**src/rtl/gfx_pkg.sv**
```systemverilog
// -----------------------------------------------------------------------------
// gfx_pkg
// Shared definitions for the graphics command scheduler:
//   - opcode constants accepted on cmd_op (LINE, RECT_FILL, RECT_MOVE)
//   - sched_state_t, the scheduler FSM state type
//   - is_known_op(), true for any opcode that maps to an engine
// -----------------------------------------------------------------------------
package gfx_pkg;

    localparam logic [31:0] LINE      = 32'd1;
    localparam logic [31:0] RECT_FILL = 32'd2;
    localparam logic [31:0] RECT_MOVE = 32'd3;

    typedef enum logic [1:0] {
        IDLE,
        ISSUE,
        WAIT
    } sched_state_t;

    function automatic logic is_known_op(input logic [31:0] op);
        return (op == LINE) || (op == RECT_FILL) || (op == RECT_MOVE);
    endfunction

endpackage

```
**src/rtl/gfx_cmd_fifo.sv**
```systemverilog
// -----------------------------------------------------------------------------
// gfx_cmd_fifo
// Synchronous command FIFO, DEPTH entries of WIDTH bits.
// Ports:
//   clk, reset        clock, asynchronous active-high reset (empties FIFO)
//   push, push_data   write request and data (ignored when full)
//   pop               read request (ignored when empty)
//   head              current head entry, valid whenever !empty
//   full, empty       status flags
//   level             occupancy, 0..DEPTH
// -----------------------------------------------------------------------------
module gfx_cmd_fifo
    import gfx_pkg::*;
#(
    parameter int DEPTH = 8,
    parameter int WIDTH = 32
) (
    input  logic                     clk,
    input  logic                     reset,
    input  logic                     push,
    input  logic [WIDTH-1:0]         push_data,
    input  logic                     pop,
    output logic [WIDTH-1:0]         head,
    output logic                     full,
    output logic                     empty,
    output logic [$clog2(DEPTH):0]   level
);

    localparam int AW = $clog2(DEPTH);

    logic [WIDTH-1:0] mem [DEPTH];
    // One extra MSB on each pointer: equal indices with differing MSBs
    // means the writer has lapped the reader (full).
    logic [AW:0]      wr_ptr_reg;
    logic [AW:0]      rd_ptr_reg;
    logic             do_push;
    logic             do_pop;

    assign do_push = push && !full;
    assign do_pop  = pop && !empty;

    // Storage has no reset so it maps onto plain RAM.
    always_ff @(posedge clk) begin
        if (do_push) begin
            mem[wr_ptr_reg[AW-1:0]] <= push_data;
        end
    end

    always_ff @(posedge clk or posedge reset) begin
        if (reset) begin
            wr_ptr_reg <= '0;
            rd_ptr_reg <= '0;
        end else begin
            if (do_push) wr_ptr_reg <= wr_ptr_reg + 1'b1;
            if (do_pop)  rd_ptr_reg <= rd_ptr_reg + 1'b1;
        end
    end

    // Head is read combinationally so the scheduler can capture it in the
    // same cycle it pops; a registered read would add a cycle of latency.
    assign head  = mem[rd_ptr_reg[AW-1:0]];
    assign empty = (wr_ptr_reg == rd_ptr_reg);
    assign full  = (wr_ptr_reg[AW] != rd_ptr_reg[AW]) &&
                   (wr_ptr_reg[AW-1:0] == rd_ptr_reg[AW-1:0]);
    assign level = wr_ptr_reg - rd_ptr_reg;

endmodule

```
**src/rtl/graphics_cmd_scheduler.sv**
```systemverilog
// -----------------------------------------------------------------------------
// graphics_cmd_scheduler
// Queues opcodes from a producer and dispatches them one at a time to three
// drawing engines (line, rect fill, rect move), waiting for each engine's
// done before issuing the next command.
// Ports:
//   clk, reset                    clock, asynchronous active-high reset
//   cmd_valid, cmd_op, cmd_ready  producer handshake (cmd_ready = !full)
//   *_start                       one-cycle start pulse per engine
//   *_done                        engine completion (pulse or level)
//   busy                          FSM not idle or FIFO not empty
//   level                         FIFO occupancy
//   bad_op                        pulse when an unknown opcode is dropped
//   timeout                       pulse when the watchdog aborts a WAIT
// Build option:
//   GFX_SCHED_TIMEOUT_EN  enables the WAIT watchdog (TIMEOUT_CYCLES); when
//                         undefined, timeout is tied low and WAIT never ends
//                         without the matching done.
// -----------------------------------------------------------------------------
module graphics_cmd_scheduler
    import gfx_pkg::*;
#(
    parameter int DEPTH          = 8,
    parameter int TIMEOUT_CYCLES = 65535
) (
    input  logic                      clk,
    input  logic                      reset,
    input  logic                      cmd_valid,
    output logic                      cmd_ready,
    input  logic [31:0]               cmd_op,
    output logic                      line_start,
    output logic                      rect_fill_start,
    output logic                      rect_move_start,
    input  logic                      line_done,
    input  logic                      rect_fill_done,
    input  logic                      rect_move_done,
    output logic                      busy,
    output logic [$clog2(DEPTH):0]    level,
    output logic                      bad_op,
    output logic                      timeout
);

    if (DEPTH < 2 || DEPTH > 64 || (DEPTH & (DEPTH - 1)) != 0) begin : g_bad_depth
        $error("DEPTH must be a power of two in 2..64");
    end
    if (TIMEOUT_CYCLES < 1 || TIMEOUT_CYCLES > 1048575) begin : g_bad_timeout
        $error("TIMEOUT_CYCLES must be in 1..2^20-1");
    end

    sched_state_t state_reg;
    logic [31:0]  op_q_reg;
    logic         line_start_reg;
    logic         rect_fill_start_reg;
    logic         rect_move_start_reg;
    logic         bad_op_reg;

    logic         fifo_full;
    logic         fifo_empty;
    logic         fifo_push;
    logic         fifo_pop;
    logic [31:0]  fifo_head;
    logic         done_match;
    logic         wd_expire;

    assign cmd_ready = !fifo_full;
    assign fifo_push = cmd_valid && !fifo_full;
    assign fifo_pop  = (state_reg == IDLE) && !fifo_empty;

    gfx_cmd_fifo #(
        .DEPTH (DEPTH),
        .WIDTH (32)
    ) u_fifo (
        .clk       (clk),
        .reset     (reset),
        .push      (fifo_push),
        .push_data (cmd_op),
        .pop       (fifo_pop),
        .head      (fifo_head),
        .full      (fifo_full),
        .empty     (fifo_empty),
        .level     (level)
    );

    // Only the engine that owns the in-flight command can end the WAIT.
    always_comb begin
        done_match = 1'b0;
        if (state_reg == WAIT) begin
            unique case (op_q_reg)
                LINE:      done_match = line_done;
                RECT_FILL: done_match = rect_fill_done;
                RECT_MOVE: done_match = rect_move_done;
                default:   done_match = 1'b0;
            endcase
        end
    end

`ifdef GFX_SCHED_TIMEOUT_EN
    logic [19:0] wd_cnt_reg;
    logic        timeout_reg;

    // A matching done in the expiry cycle takes priority over the abort.
    assign wd_expire = (state_reg == WAIT) && !done_match &&
                       (wd_cnt_reg == 20'(TIMEOUT_CYCLES - 1));

    // Cleared during ISSUE so the count is 0 on the first WAIT cycle.
    always_ff @(posedge clk or posedge reset) begin
        if (reset) begin
            wd_cnt_reg  <= '0;
            timeout_reg <= 1'b0;
        end else begin
            timeout_reg <= wd_expire;
            if (state_reg == ISSUE) begin
                wd_cnt_reg <= '0;
            end else if (state_reg == WAIT) begin
                wd_cnt_reg <= wd_cnt_reg + 1'b1;
            end
        end
    end

    assign timeout = timeout_reg;
`else
    assign wd_expire = 1'b0;
    assign timeout   = 1'b0;
`endif

    // Start and bad_op pulses are decoded from the FIFO head at pop time so
    // that they appear, registered, exactly during the ISSUE cycle.
    always_ff @(posedge clk or posedge reset) begin
        if (reset) begin
            state_reg           <= IDLE;
            op_q_reg            <= '0;
            line_start_reg      <= 1'b0;
            rect_fill_start_reg <= 1'b0;
            rect_move_start_reg <= 1'b0;
            bad_op_reg          <= 1'b0;
        end else begin
            line_start_reg      <= 1'b0;
            rect_fill_start_reg <= 1'b0;
            rect_move_start_reg <= 1'b0;
            bad_op_reg          <= 1'b0;
            unique case (state_reg)
                IDLE: begin
                    if (!fifo_empty) begin
                        op_q_reg            <= fifo_head;
                        line_start_reg      <= (fifo_head == LINE);
                        rect_fill_start_reg <= (fifo_head == RECT_FILL);
                        rect_move_start_reg <= (fifo_head == RECT_MOVE);
                        bad_op_reg          <= !is_known_op(fifo_head);
                        state_reg           <= ISSUE;
                    end
                end
                ISSUE: begin
                    state_reg <= is_known_op(op_q_reg) ? WAIT : IDLE;
                end
                WAIT: begin
                    if (done_match || wd_expire) begin
                        state_reg <= IDLE;
                    end
                end
                default: state_reg <= IDLE;
            endcase
        end
    end

    assign line_start      = line_start_reg;
    assign rect_fill_start = rect_fill_start_reg;
    assign rect_move_start = rect_move_start_reg;
    assign bad_op          = bad_op_reg;
    assign busy            = (state_reg != IDLE) || !fifo_empty;

endmodule

```
**config.mk**
```make
export PLATFORM = sky130hd
export DESIGN_NAME = graphics_cmd_scheduler
export DESIGN_NICKNAME = d
export VERILOG_FILES = /design/src/rtl/gfx_pkg.sv /design/src/rtl/gfx_cmd_fifo.sv /design/src/rtl/graphics_cmd_scheduler.sv
export SDC_FILE = /design/constraint.sdc
export NUM_CORES = 1
export LEC_CHECK = 0
export ABC_AREA = 1
export CORE_UTILIZATION = 60
export CTS_BUF_LIST = sky130_fd_sc_hd__clkbuf_8
export DETAILED_ROUTE_END_ITERATION = 7
export GPL_TIMING_DRIVEN = 0
export PLACE_DENSITY = 0.9
export SLEW_MARGIN = 20
export SYNTH_ARGS = -nofsm -noshare
export SYNTH_HDL_FRONTEND = slang
export SYNTH_SLANG_ARGS = --single-unit
export TNS_END_PERCENT = 100
```
**constraint.sdc**
```tcl
create_clock -name clk -period 4.7 [get_ports clk]
set_input_delay 1.175 -clock clk [delete_from_list [all_inputs] [get_ports clk]]
set_output_delay 1.175 -clock clk [all_outputs]
set_load 0.005 [all_outputs]
```
==> reports/metrics.cfg <==
[synth]
ys.flop_type = edfxtp_1
synth_edf_count = 256
async_reset_ff_frac = 0.1523
synth.yosys.warnings = 0
syn_area_mm2 = 0.01284
yosys_register_bits = 302
yosysSeqAreaShare = 0.6884
netlist_instances = 1244
synth.avg_cell_area_um2 = 10.32
ys_types = 30
synth_nets = 1288

[power_and_ir_drop]
swShare = 0.2671
power.internal_mw = 4.666
leakage_nw = 6.302
pwr-share-comb = 0.141
power.share.clock = 0.330
p_switching_mw = 1.700
seqPwrFrac = 0.529
p_per_area_mw_per_mm2 = 427.5
ir_drop_uv = 292.7
power_mw = 6.366

[hold_path]
hp-class = flop to flop
hold-path-endpoint = op_q_reg[3]
min_from = op_q_reg[3]
whs_path_depth = 2

[worst_setup_path]
worst-path-buf-inv = 5
arrival_ns = 3.28
rr_worst_depth = 12
r2r_end = u_fifo.mem[4][8]
reg2reg_from = u_fifo.rd_ptr_reg[2]
end_kind = output port
crit_path_frequent_cell = buf_2
critPathMaxStageDelay_ns = 0.51
critical_path_cell_count = 8
cp-start-kind = flop
cp_cell_sequence = buf_2 > clkinv_1 > buf_2 > ha_1 > inv_1 > o31ai_1 > xor2_1 > clkdlybuf4s50_1
cp_data_required_time_ns = 3.52
ff2ff_setup_slack_ns = 1.08
startpoint = u_fifo.rd_ptr_reg[2]
critPathKind = flop to output port
cp_max_fo = 10
crit_slowest_cell = clkdlybuf4s50_1
cp_top_family = buffers and inverters

[sta]
skew_ns = 0.02421
fmax_mhz = 224.5
slew_viol_final = 0
timing.final.ws_setup_ns = 0.2452
holdWs_ns = 0.4871
final_hold_viol_count = 0
tns_ns = 0
post-route-min-period_ns = 4.455
slew_headroom = 0.4181
rsz0062_at_grt = false
setup-violations-final = 0
period_share = 0.9478
worst_slew_pin_slew_ns = 0.8729

[die]
io_pins = 49
start_util = 0.6107
dieArea_mm2 = 0.02199
fp.dieW_um = 148.3
dieHeight_um = 148.3
core_mm2 = 0.02102
std_cell_rows = 53

[cells_and_area]
nets = 1395
drive_gt1_frac = 0.09150
final_cell_mix = nand2_1, edfxtp_1, inv_1, nand3_1, nor2_1
final_area_mm2 = 0.01489
area_growth_pct = 15.99
fillCellCount = 1333
largest_reg_flops = 256
mostFrequentLayoutCell = nand2_1
final_cells = 1663
final_core_util = 0.7084
diodes = 0

[clock_tree]
cts_setup_buffers = 0
clock-sinks = 302
clock-root-buffer = clkbuf_8
clockBufferDepth = 3
cts_resized = 0
cts_tree = yes
clk_pin_slew_ns = 0.06
cts_hold_buf = 0
cts-buffers-inserted = 47
clkLatencyLatePin_ns = 0.57
htreeDepth = 2

[placement]
gp_congestion = 0.9132
place_area_mm2 = 0.01400
io_buffers = 47
dp_hpwl_mm = 22.35
placed_cells = 1577
pre_cts_slack_ns = 0.9079

[global_route]
grt_pass1_vias = 9707
grt_first_pass_wirelength_mm = 53.00
gr-total-overflow = 0
grt_max_degree = 27
antenna_found_initial = 0
grt_use_total = 0.3283

[routing]
dr_total_vias = 9694
post_drt_wl_per_cell_um = 21.05
drt_wl_total_mm = 35.00
detail-route-antenna-nets = 0
dr.pass1.iters = 8
drt_iter0_markers = 1411
drc = 0
routed_via_density = 5.829

[outcome]
status = finished clean

[flow_run]
max-cap-violations = 0

==> kinds of logic (layout without fill, tap and decap cells) <==
logic type      count (synthesis)  in the layout  synth area share
buf+inv                       206            350           0.06949
fa+ha+maj                       6              6          0.006432
xor+xnor                        8              8          0.005458
flops                         302            302            0.6884
other cells                     1              1         0.0002921
simple gates                  665            665            0.2075
compound gates                 56             56           0.02242
==> synth_stat cells, types with 3 or more instances <==
cell	n	area share
nor4_1	3	0.0015
o21ai_0	37	0.014
nand3_1	114	0.044
xor2_1	6	0.0041
nand2_1	425	0.12
buf_6	6	0.0053
buf_2	21	0.0082
buf_4	12	0.0070
edfxtp_1	256	0.60
nor2_1	117	0.034
o21ai_1	14	0.0055
buf_1	5	0.0015
dfrtp_1	46	0.090
clkbuf_1	13	0.0038
inv_1	145	0.042
ha_1	5	0.0049
==> tightest hold or removal path, cell delays in order (launching register included) <==
cell and delay [ns]:
dfrtp_1 0.34, nand2_1 0.05, o21ai_0 0.06
==> metal layers <==
layer	global-route usage	share of wire
met1	0.3982	0.34
met2	0.5331	0.47
met3	0.08804	0.13
met4	0.1892	0.058
met5	0	0
==> how the worst max path moves through the flow <==
stage,to,slack [ns]
floorplan,u_fifo.mem[7][0],1.19
global placement,u_fifo.mem[7][3],-0.74
detailed placement,level[3],0.91
CTS,level[3],0.28
global route,level[3],0.16
finish,level[3],0.25
==> power groups by stage <==
stage	registers (mW)	clock network (mW)	logic, mW
after global routing	3.38	2.22	0.962
final	3.37	2.10	0.897
after detailed placement	3.41	0	0.871
after CTS	3.36	2.10	0.883
after floorplan	3.40	0	0.415
after global placement	3.43	0	0.671
==> cell type report <==
class                      count  area [µm²]  share of cell area
buffer                        57       330.3             0.02218
timing repair buffer          58       758.2             0.05092
multi-input combinational    736        3168              0.2127
sequential                   302        8838              0.5935
tap                          275       344.1             0.02311
inverter                     149       561.8             0.03772
clock inverter                33       161.4             0.01084
clock buffer                  53       729.5             0.04898
(Power assumes the default switching activity.)
